[config.mk]
export PLATFORM = sky130hd
export DESIGN_NAME = fpaddsub_exception_stage_flat
export DESIGN_NICKNAME = d
export VERILOG_FILES = /design/src/rtl/fpaddsub_exception_stage_if.sv /design/src/rtl/fpaddsub_exception_stage.sv /design/src/flat_wrapper.sv
export SDC_FILE = /design/constraint.sdc
export NUM_CORES = 1
export LEC_CHECK = 0
export ABC_CLOCK_PERIOD_IN_PS = 1550
export BUFFER_PORTS_ARGS = -buffer_cell sky130_fd_sc_hd__buf_2
export CAP_MARGIN = 10
export CORE_ASPECT_RATIO = 2
export CORE_MARGIN = 10
export CORE_UTILIZATION = 39
export CTS_CLUSTER_SIZE = 8
export DETAILED_ROUTE_END_ITERATION = 7
export GPL_TIMING_DRIVEN = 0
export PLACE_DENSITY_LB_ADDON = 0.15
export SLEW_MARGIN = 20
export SYNTH_ARGS = -nofsm -noshare
export SYNTH_HDL_FRONTEND = slang
export SYNTH_SLANG_ARGS = --single-unit
[constraint.sdc]
create_clock -name clk -period 1.55 [get_ports clk]
set_clock_uncertainty 0.15 [all_clocks]
set_input_delay 0.0775 -clock clk [delete_from_list [all_inputs] [get_ports clk]]
set_output_delay 0.0775 -clock clk [all_outputs]
set_load 0.005 [all_outputs]
[src/rtl/fpaddsub_exception_stage_if.sv]
// rtl/fpaddsub_exception_stage_if.sv - operand/result handshake bundle for the add/sub exception stage
interface fpaddsub_exception_stage_if #(
   parameter int EXP_W = 8,
   parameter int MAN_W = 23
);
   logic                   in_valid;
   logic                   in_ready;
   logic [EXP_W:0]         round_e;
   logic [MAN_W-1:0]       round_m;
   logic                   sa;
   logic                   sb;
   logic                   max_ab;
   logic [6:0]             input_exc;
   logic [MAN_W-1:0]       mqnan;
   logic                   p_inexact;
   logic                   zero_sum;
   logic                   neg_e;
   logic                   opr;
   logic [2:0]             ctrl;
   logic                   out_valid;
   logic                   out_ready;
   logic [EXP_W+MAN_W:0]   z;
   logic [4:0]             flags;

   modport master (
      output in_valid, round_e, round_m, sa, sb, max_ab, input_exc, mqnan,
             p_inexact, zero_sum, neg_e, opr, ctrl, out_ready,
      input  in_ready, out_valid, z, flags
   );

   modport slave (
      input  in_valid, round_e, round_m, sa, sb, max_ab, input_exc, mqnan,
             p_inexact, zero_sum, neg_e, opr, ctrl, out_ready,
      output in_ready, out_valid, z, flags
   );
endinterface

[src/rtl/fpaddsub_exception_stage.sv]
// rtl/fpaddsub_exception_stage.sv - final add/sub stage: special-case result select, IEEE flags, sticky flags and trap
module fpaddsub_exception_stage #(
   parameter int EXP_W = 8,
   parameter int MAN_W = 23
) (
   input  logic                      clk,
   input  logic                      rst,
   fpaddsub_exception_stage_if.slave bus,
   input  logic                      flag_clr,
   input  logic [4:0]                trap_en,
   output logic [4:0]                sticky_flags,
   output logic                      irq
);
   typedef enum logic [1:0] {RM_RNE = 2'b00, RM_RTZ = 2'b01, RM_RUP = 2'b10, RM_RDN = 2'b11} rm_t;

   localparam logic [EXP_W-1:0] EMAX    = {EXP_W{1'b1}};
   localparam logic [EXP_W-1:0] EMAX_M1 = {{(EXP_W-1){1'b1}}, 1'b0};

   logic                 out_valid_q;
   logic [EXP_W+MAN_W:0] z_q;
   logic [4:0]           flags_q;
   logic [4:0]           sticky_q;
   logic                 irq_q;

   rm_t                  rm;
   logic                 exp_of;
   logic                 invalid;
   logic                 overflow;
   logic                 underflow;
   logic                 inexact;
   logic                 pfs;
   logic                 s;
   logic                 sat_max;
   logic                 load;
   logic [EXP_W+MAN_W:0] z_next;
   logic [4:0]           flags_next;
   logic [4:0]           sticky_next;

   assign bus.in_ready  = ~out_valid_q | bus.out_ready;
   assign bus.out_valid = out_valid_q;
   assign bus.z         = z_q;
   assign bus.flags     = flags_q;
   assign sticky_flags  = sticky_q;
   assign irq           = irq_q;

   assign load = bus.in_valid & bus.in_ready;

   always_comb begin
      rm        = rm_t'(bus.ctrl[2:1]);
      exp_of    = bus.round_e[EXP_W] | (&bus.round_e[EXP_W-1:0]);
      invalid   = bus.input_exc[3] | bus.input_exc[4] |
                  (bus.input_exc[5] & bus.input_exc[6] & bus.opr);
      overflow  = exp_of & ~bus.neg_e & ~bus.zero_sum & ~bus.input_exc[0];
      underflow = bus.neg_e & ~bus.input_exc[0];
      inexact   = bus.p_inexact | overflow;
      flags_next = {overflow, underflow, 1'b0, invalid, inexact};

      // An exact zero is negative only for -a + -b, or under round-down with mixed signs
      if (bus.zero_sum)
         pfs = bus.sa & bus.sb & ~bus.ctrl[0];
      else
         pfs = (~bus.max_ab & bus.sa) | ((bus.ctrl[0] ^ bus.sb) & (bus.max_ab | bus.sa));
      s = pfs | ((rm == RM_RDN) & (bus.sa ^ bus.sb));

      // Overflow saturates to max finite when the rounding direction points toward zero
      sat_max = (rm == RM_RTZ) | ((rm == RM_RUP) & s) | ((rm == RM_RDN) & ~s);

      if (invalid)
         z_next = {1'b0, EMAX, bus.mqnan};
      else if (bus.input_exc[1] | bus.input_exc[2])
         z_next = {1'b0, EMAX, bus.mqnan};
      else if (bus.input_exc[0])
         z_next = {s, EMAX, {MAN_W{1'b0}}};
      else if (overflow)
         z_next = sat_max ? {s, EMAX_M1, {MAN_W{1'b1}}} : {s, EMAX, {MAN_W{1'b0}}};
      else if (underflow | bus.zero_sum)
         z_next = {s, {EXP_W{1'b0}}, {MAN_W{1'b0}}};
      else
         z_next = {s, bus.round_e[EXP_W-1:0], bus.round_m};

      if (flag_clr)
         sticky_next = load ? flags_next : 5'b0;
      else
         sticky_next = load ? (sticky_q | flags_next) : sticky_q;
   end

   always_ff @(posedge clk or posedge rst) begin
      if (rst) begin
         out_valid_q <= 1'b0;
         z_q         <= '0;
         flags_q     <= 5'b0;
         sticky_q    <= 5'b0;
         irq_q       <= 1'b0;
      end else begin
         if (load) begin
            out_valid_q <= 1'b1;
            z_q         <= z_next;
            flags_q     <= flags_next;
         end else if (bus.out_ready) begin
            out_valid_q <= 1'b0;
         end
         sticky_q <= sticky_next;
         irq_q    <= |(sticky_next & trap_en);
      end
   end
endmodule

[src/flat_wrapper.sv]
// flat-port wrapper written by rule: the top's interface ports become plain ports
module fpaddsub_exception_stage_flat 
#(
   parameter int EXP_W = 8,
   parameter int MAN_W = 23
)
  (clk, rst, flag_clr, trap_en, sticky_flags, irq, bus_in_valid, bus_round_e, bus_round_m, bus_sa, bus_sb, bus_max_ab, bus_input_exc, bus_mqnan, bus_p_inexact, bus_zero_sum, bus_neg_e, bus_opr, bus_ctrl, bus_out_ready, bus_in_ready, bus_out_valid, bus_z, bus_flags);
  fpaddsub_exception_stage_if #(.EXP_W(EXP_W), .MAN_W(MAN_W)) bus_i ();
  input  logic clk;
  input  logic rst;
  input  logic flag_clr;
  input  logic [4:0] trap_en;
  output logic [4:0] sticky_flags;
  output logic irq;
  input wire logic [$bits(bus_i.in_valid)-1:0] bus_in_valid;
  input wire logic [$bits(bus_i.round_e)-1:0] bus_round_e;
  input wire logic [$bits(bus_i.round_m)-1:0] bus_round_m;
  input wire logic [$bits(bus_i.sa)-1:0] bus_sa;
  input wire logic [$bits(bus_i.sb)-1:0] bus_sb;
  input wire logic [$bits(bus_i.max_ab)-1:0] bus_max_ab;
  input wire logic [$bits(bus_i.input_exc)-1:0] bus_input_exc;
  input wire logic [$bits(bus_i.mqnan)-1:0] bus_mqnan;
  input wire logic [$bits(bus_i.p_inexact)-1:0] bus_p_inexact;
  input wire logic [$bits(bus_i.zero_sum)-1:0] bus_zero_sum;
  input wire logic [$bits(bus_i.neg_e)-1:0] bus_neg_e;
  input wire logic [$bits(bus_i.opr)-1:0] bus_opr;
  input wire logic [$bits(bus_i.ctrl)-1:0] bus_ctrl;
  input wire logic [$bits(bus_i.out_ready)-1:0] bus_out_ready;
  output wire logic [$bits(bus_i.in_ready)-1:0] bus_in_ready;
  output wire logic [$bits(bus_i.out_valid)-1:0] bus_out_valid;
  output wire logic [$bits(bus_i.z)-1:0] bus_z;
  output wire logic [$bits(bus_i.flags)-1:0] bus_flags;
  assign bus_i.in_valid = bus_in_valid;
  assign bus_i.round_e = bus_round_e;
  assign bus_i.round_m = bus_round_m;
  assign bus_i.sa = bus_sa;
  assign bus_i.sb = bus_sb;
  assign bus_i.max_ab = bus_max_ab;
  assign bus_i.input_exc = bus_input_exc;
  assign bus_i.mqnan = bus_mqnan;
  assign bus_i.p_inexact = bus_p_inexact;
  assign bus_i.zero_sum = bus_zero_sum;
  assign bus_i.neg_e = bus_neg_e;
  assign bus_i.opr = bus_opr;
  assign bus_i.ctrl = bus_ctrl;
  assign bus_i.out_ready = bus_out_ready;
  assign bus_in_ready = bus_i.in_ready;
  assign bus_out_valid = bus_i.out_valid;
  assign bus_z = bus_i.z;
  assign bus_flags = bus_i.flags;
  fpaddsub_exception_stage #(.EXP_W(EXP_W), .MAN_W(MAN_W)) u_core (.clk(clk), .rst(rst), .bus(bus_i), .flag_clr(flag_clr), .trap_en(trap_en), .sticky_flags(sticky_flags), .irq(irq));
endmodule
==> out/summary.txt <==
Status -> complete, but fails checks
Failing checks -> hold timing
Nets -> 519
Worst path slowest cell -> dfrtp_1
Vias in the first global route -> 2768
Crit-path leading delay family -> simple AND/OR/NAND/NOR gates
Critical path buffer and inverter count -> 1
Drt pass-1 iters -> 4
Switching share of power -> 0.291
Crit path arrival time -> 1.59 ns
Starting Density -> 0.404
Worst hold slack -> -0.0517 ns
Clk network pwr share -> 0.264
Gr usage total -> 0.191
Crit end category -> flip-flop
Setup Viol. Count Final -> 0
Die ar. -> 8890 sq um
Power Density -> 763 nW/um^2
Commonest cells after routing, fill and taps aside -> 125 x buf_2, 62 x dlygate4sd3_1, 55 x a21oi_1
Layout cells sized above 1 -> 0.397
Most common cell after layout, fill and taps aside -> buf_2
Startpoint Class -> flip-flop
FMAX -> 0.659 GHz
H-Tree Depth -> 2
Die Y -> 124 um
Slew @ Worst Pin -> 0.551 ns
Max-Cap Viols -> 0
Slew Viols, Final -> 0
Core Rows -> 37
Library cells used by synthesis -> 32
RSZ-0062 raised after global routing -> yes
Crit-path cells -> nand2b_4 > nand2_4 > nor3_4 > o31ai_4 > buf_6 > o22ai_1
CTS Root Cell -> clkbuf_8
WP data required -> 1.62 ns
Min Clock Period, post-route -> 1.52 ns
Synth warn -> 0
Worst-path clk slew -> 0.08 ns
Post-Route WL -> 8.99 mm
I/O Buffers -> 125
RD Place Congestion -> 0.786
CTS hold repair buffers -> 62
Post-Synthesis Cells -> 238
# DRC -> 0
Syn Area/Cell -> 8.81 sq um
Antenna violations before repair -> 2
Crit-path max cell delay -> 0.41 ns
Grt total ovfl -> 0
Final Hold Fails -> 3
Via count -> 2615
Largest net degree at the start of global routing -> 23
Cts bufs inserted -> 5
Post-Syn Area -> 2100 sq um
Overall power -> 2.83 mW
IO Pins -> 127
Clock buffer depth -> 2
CTS sink cnt -> 43
Switching power -> 0.823 mW
Critical path type -> reg2reg
Leakage Power -> 1.70 nW
Die X -> 71.9 um
First-pass GRT wire length -> 13.6 mm
Synth Net Count -> 321
Max_slew headroom -> 0.632
Final HPWL DP -> 6.04 mm
Clk_lat worst skew -> 0.30 ns
P_int -> 2.01 mW
CP Max Fanout -> 10
Period utilization -> 0.978
Hold Path Class -> in2reg
Synthesis-to-finish area growth -> 76.7%
Seq cells post-synth -> 43
Drt wl/cell -> 18.1 um
Setup TNS -> 0 ns
Initial DRC Count -> 176
Comb pwr share -> 0.279
Post-Route Utilization -> 0.715
Core Footprint -> 5180 sq um
Vias/cell -> 5.27
Antenna Nets Post-Route -> 0
Sequential share of the synthesized area -> 0.513
Worst vdd ir -> 0.697 mV
Flop pwr share -> 0.457
TritonCTS clock tree -> built
==> Yosys cell counts <==
| cell | number | area (sq um) |
|---|---|---|
| o21ai_0 | 5 | 25.0 |
| nand3b_1 | 2 | 15.0 |
| and2_1 | 1 | 6.26 |
| and4_1 | 2 | 17.5 |
| buf_6 | 2 | 22.5 |
| nand2b_1 | 3 | 18.8 |
| a21oi_1 | 56 | 280 |
| o211a_1 | 1 | 10.0 |
| or3_4 | 1 | 11.3 |
| inv_1 | 6 | 22.5 |
| nor4_1 | 1 | 6.26 |
| nor3_1 | 1 | 5.00 |
| o32ai_1 | 1 | 8.76 |
| clkbuf_1 | 15 | 56.3 |
| nor2_1 | 34 | 128 |
| nor3_2 | 1 | 10.0 |
| nor2_2 | 1 | 6.26 |
| buf_4 | 1 | 7.51 |
| dfrtp_1 | 43 | 1080 |
| o22a_1 | 1 | 8.76 |
| o31ai_4 | 1 | 21.3 |
| o31ai_1 | 1 | 7.51 |
| a221oi_1 | 1 | 8.76 |
| nand2_1 | 21 | 78.8 |
| a211o_1 | 1 | 8.76 |
| o21bai_1 | 1 | 7.51 |
| conb_1 | 1 | 3.75 |
| ha_1 | 1 | 12.5 |
| a311oi_1 | 2 | 17.5 |
| a22oi_1 | 1 | 7.51 |
| o22ai_1 | 25 | 156 |
| nor2b_1 | 4 | 25.0 |
==> flip-flops by register name, summed over array words and instances (netlist names) <==
| register | flops |
|---|---|
| u_core.bus.flags | 4 |
| u_core.bus.out_valid | 1 |
| u_core.bus.z | 32 |
| u_core.irq | 1 |
| u_core.sticky_flags | 5 |
==> power groups by stage <==
stage | Combinational, mW | Clock [mW] | Sequential, mW
detailed placement | 0.594 | 0 | 1.31
CTS | 0.733 | 0.759 | 1.29
global route | 0.862 | 0.794 | 1.30
floorplan | 0.260 | 0 | 1.32
finish | 0.789 | 0.748 | 1.29
global placement | 0.575 | 0 | 1.30
==> tightest hold or removal path: stages <==
cell,delay [ns]
buf_2,0.09
a311oi_2,0.06
o21ai_0,0.13
==> logic make-up after synthesis <==
family                   synth area share
buffers and inverters              0.0519
AO/OA/AOI/OAI                       0.271
adder cells (fa/ha/maj)           0.00597
flip-flops                          0.513
other                             0.00179
AND/OR/NAND/NOR                     0.156
==> layout make-up <==
cell class                 instances  area, sq um
tap                               58         72.6
antenna                            2         5.00
sequential                        43         1080
buffer                            17          103
inverter                           6         22.5
timing repair buffer             191         1300
multi-input combinational        172         1040
clock inverter                     1         5.00
fill                             444         1480
clock buffer                       6         82.6
==> routing by layer <==
| layer | up-vias | wire (um) | GRT usage |
|---|---|---|---|
| met5 | - | 0 | 0 |
| met3 | 24 | 599 | 0.0533 |
| li1 | 1239 | - | - |
| met4 | 0 | 297 | 0.102 |
| met1 | 1240 | 3210 | 0.190 |
| met2 | 112 | 4880 | 0.347 |
==> per-stage QoR <==
step / setup slack, ns / instances / area, sq um
finish: 0.0336 / 496 / 3700
global route: -0.0372 / 496 / 3700
CTS: 0.0252 / 494 / 3590
detailed placement: -0.409 / 422 / 2830
global placement: -0.381 / 421 / 2800
floorplan: -0.0145 / 238 / 2100
==> worst paths after layout <==
kind	from	end	slack, ns	cells after the start
max	u_core.bus.out_valid$_DFFE_PP0P_	u_core.bus.z[17]$_DFFE_PP0P_	0.03	6
min	bus_input_exc[3]	u_core.bus.flags[1]$_DFFE_PP0P_	-0.05	3
max reg2reg	u_core.bus.out_valid$_DFFE_PP0P_	u_core.bus.z[17]$_DFFE_PP0P_	0.03	6
min reg2reg	u_core.bus.flags[1]$_DFFE_PP0P_	u_core.bus.flags[1]$_DFFE_PP0P_	0.33	2
max in group asynchronous	rst	u_core.bus.z[29]$_DFFE_PP0P_	0.52	4
min in group asynchronous	rst	u_core.bus.z[15]$_DFFE_PP0P_	0.22	3
==> what timing repair did <==
action | CTS | global route
gates cloned | 1 | 0
hold endpoints to repair | 62 | 2
gates resized for setup | 12 | 29
endpoints found under the setup margin | 35 | 31
pin swaps | 2 | 1
setup buffers | 3 | 0
No activity file was read; power rests on OpenSTA's default activity.
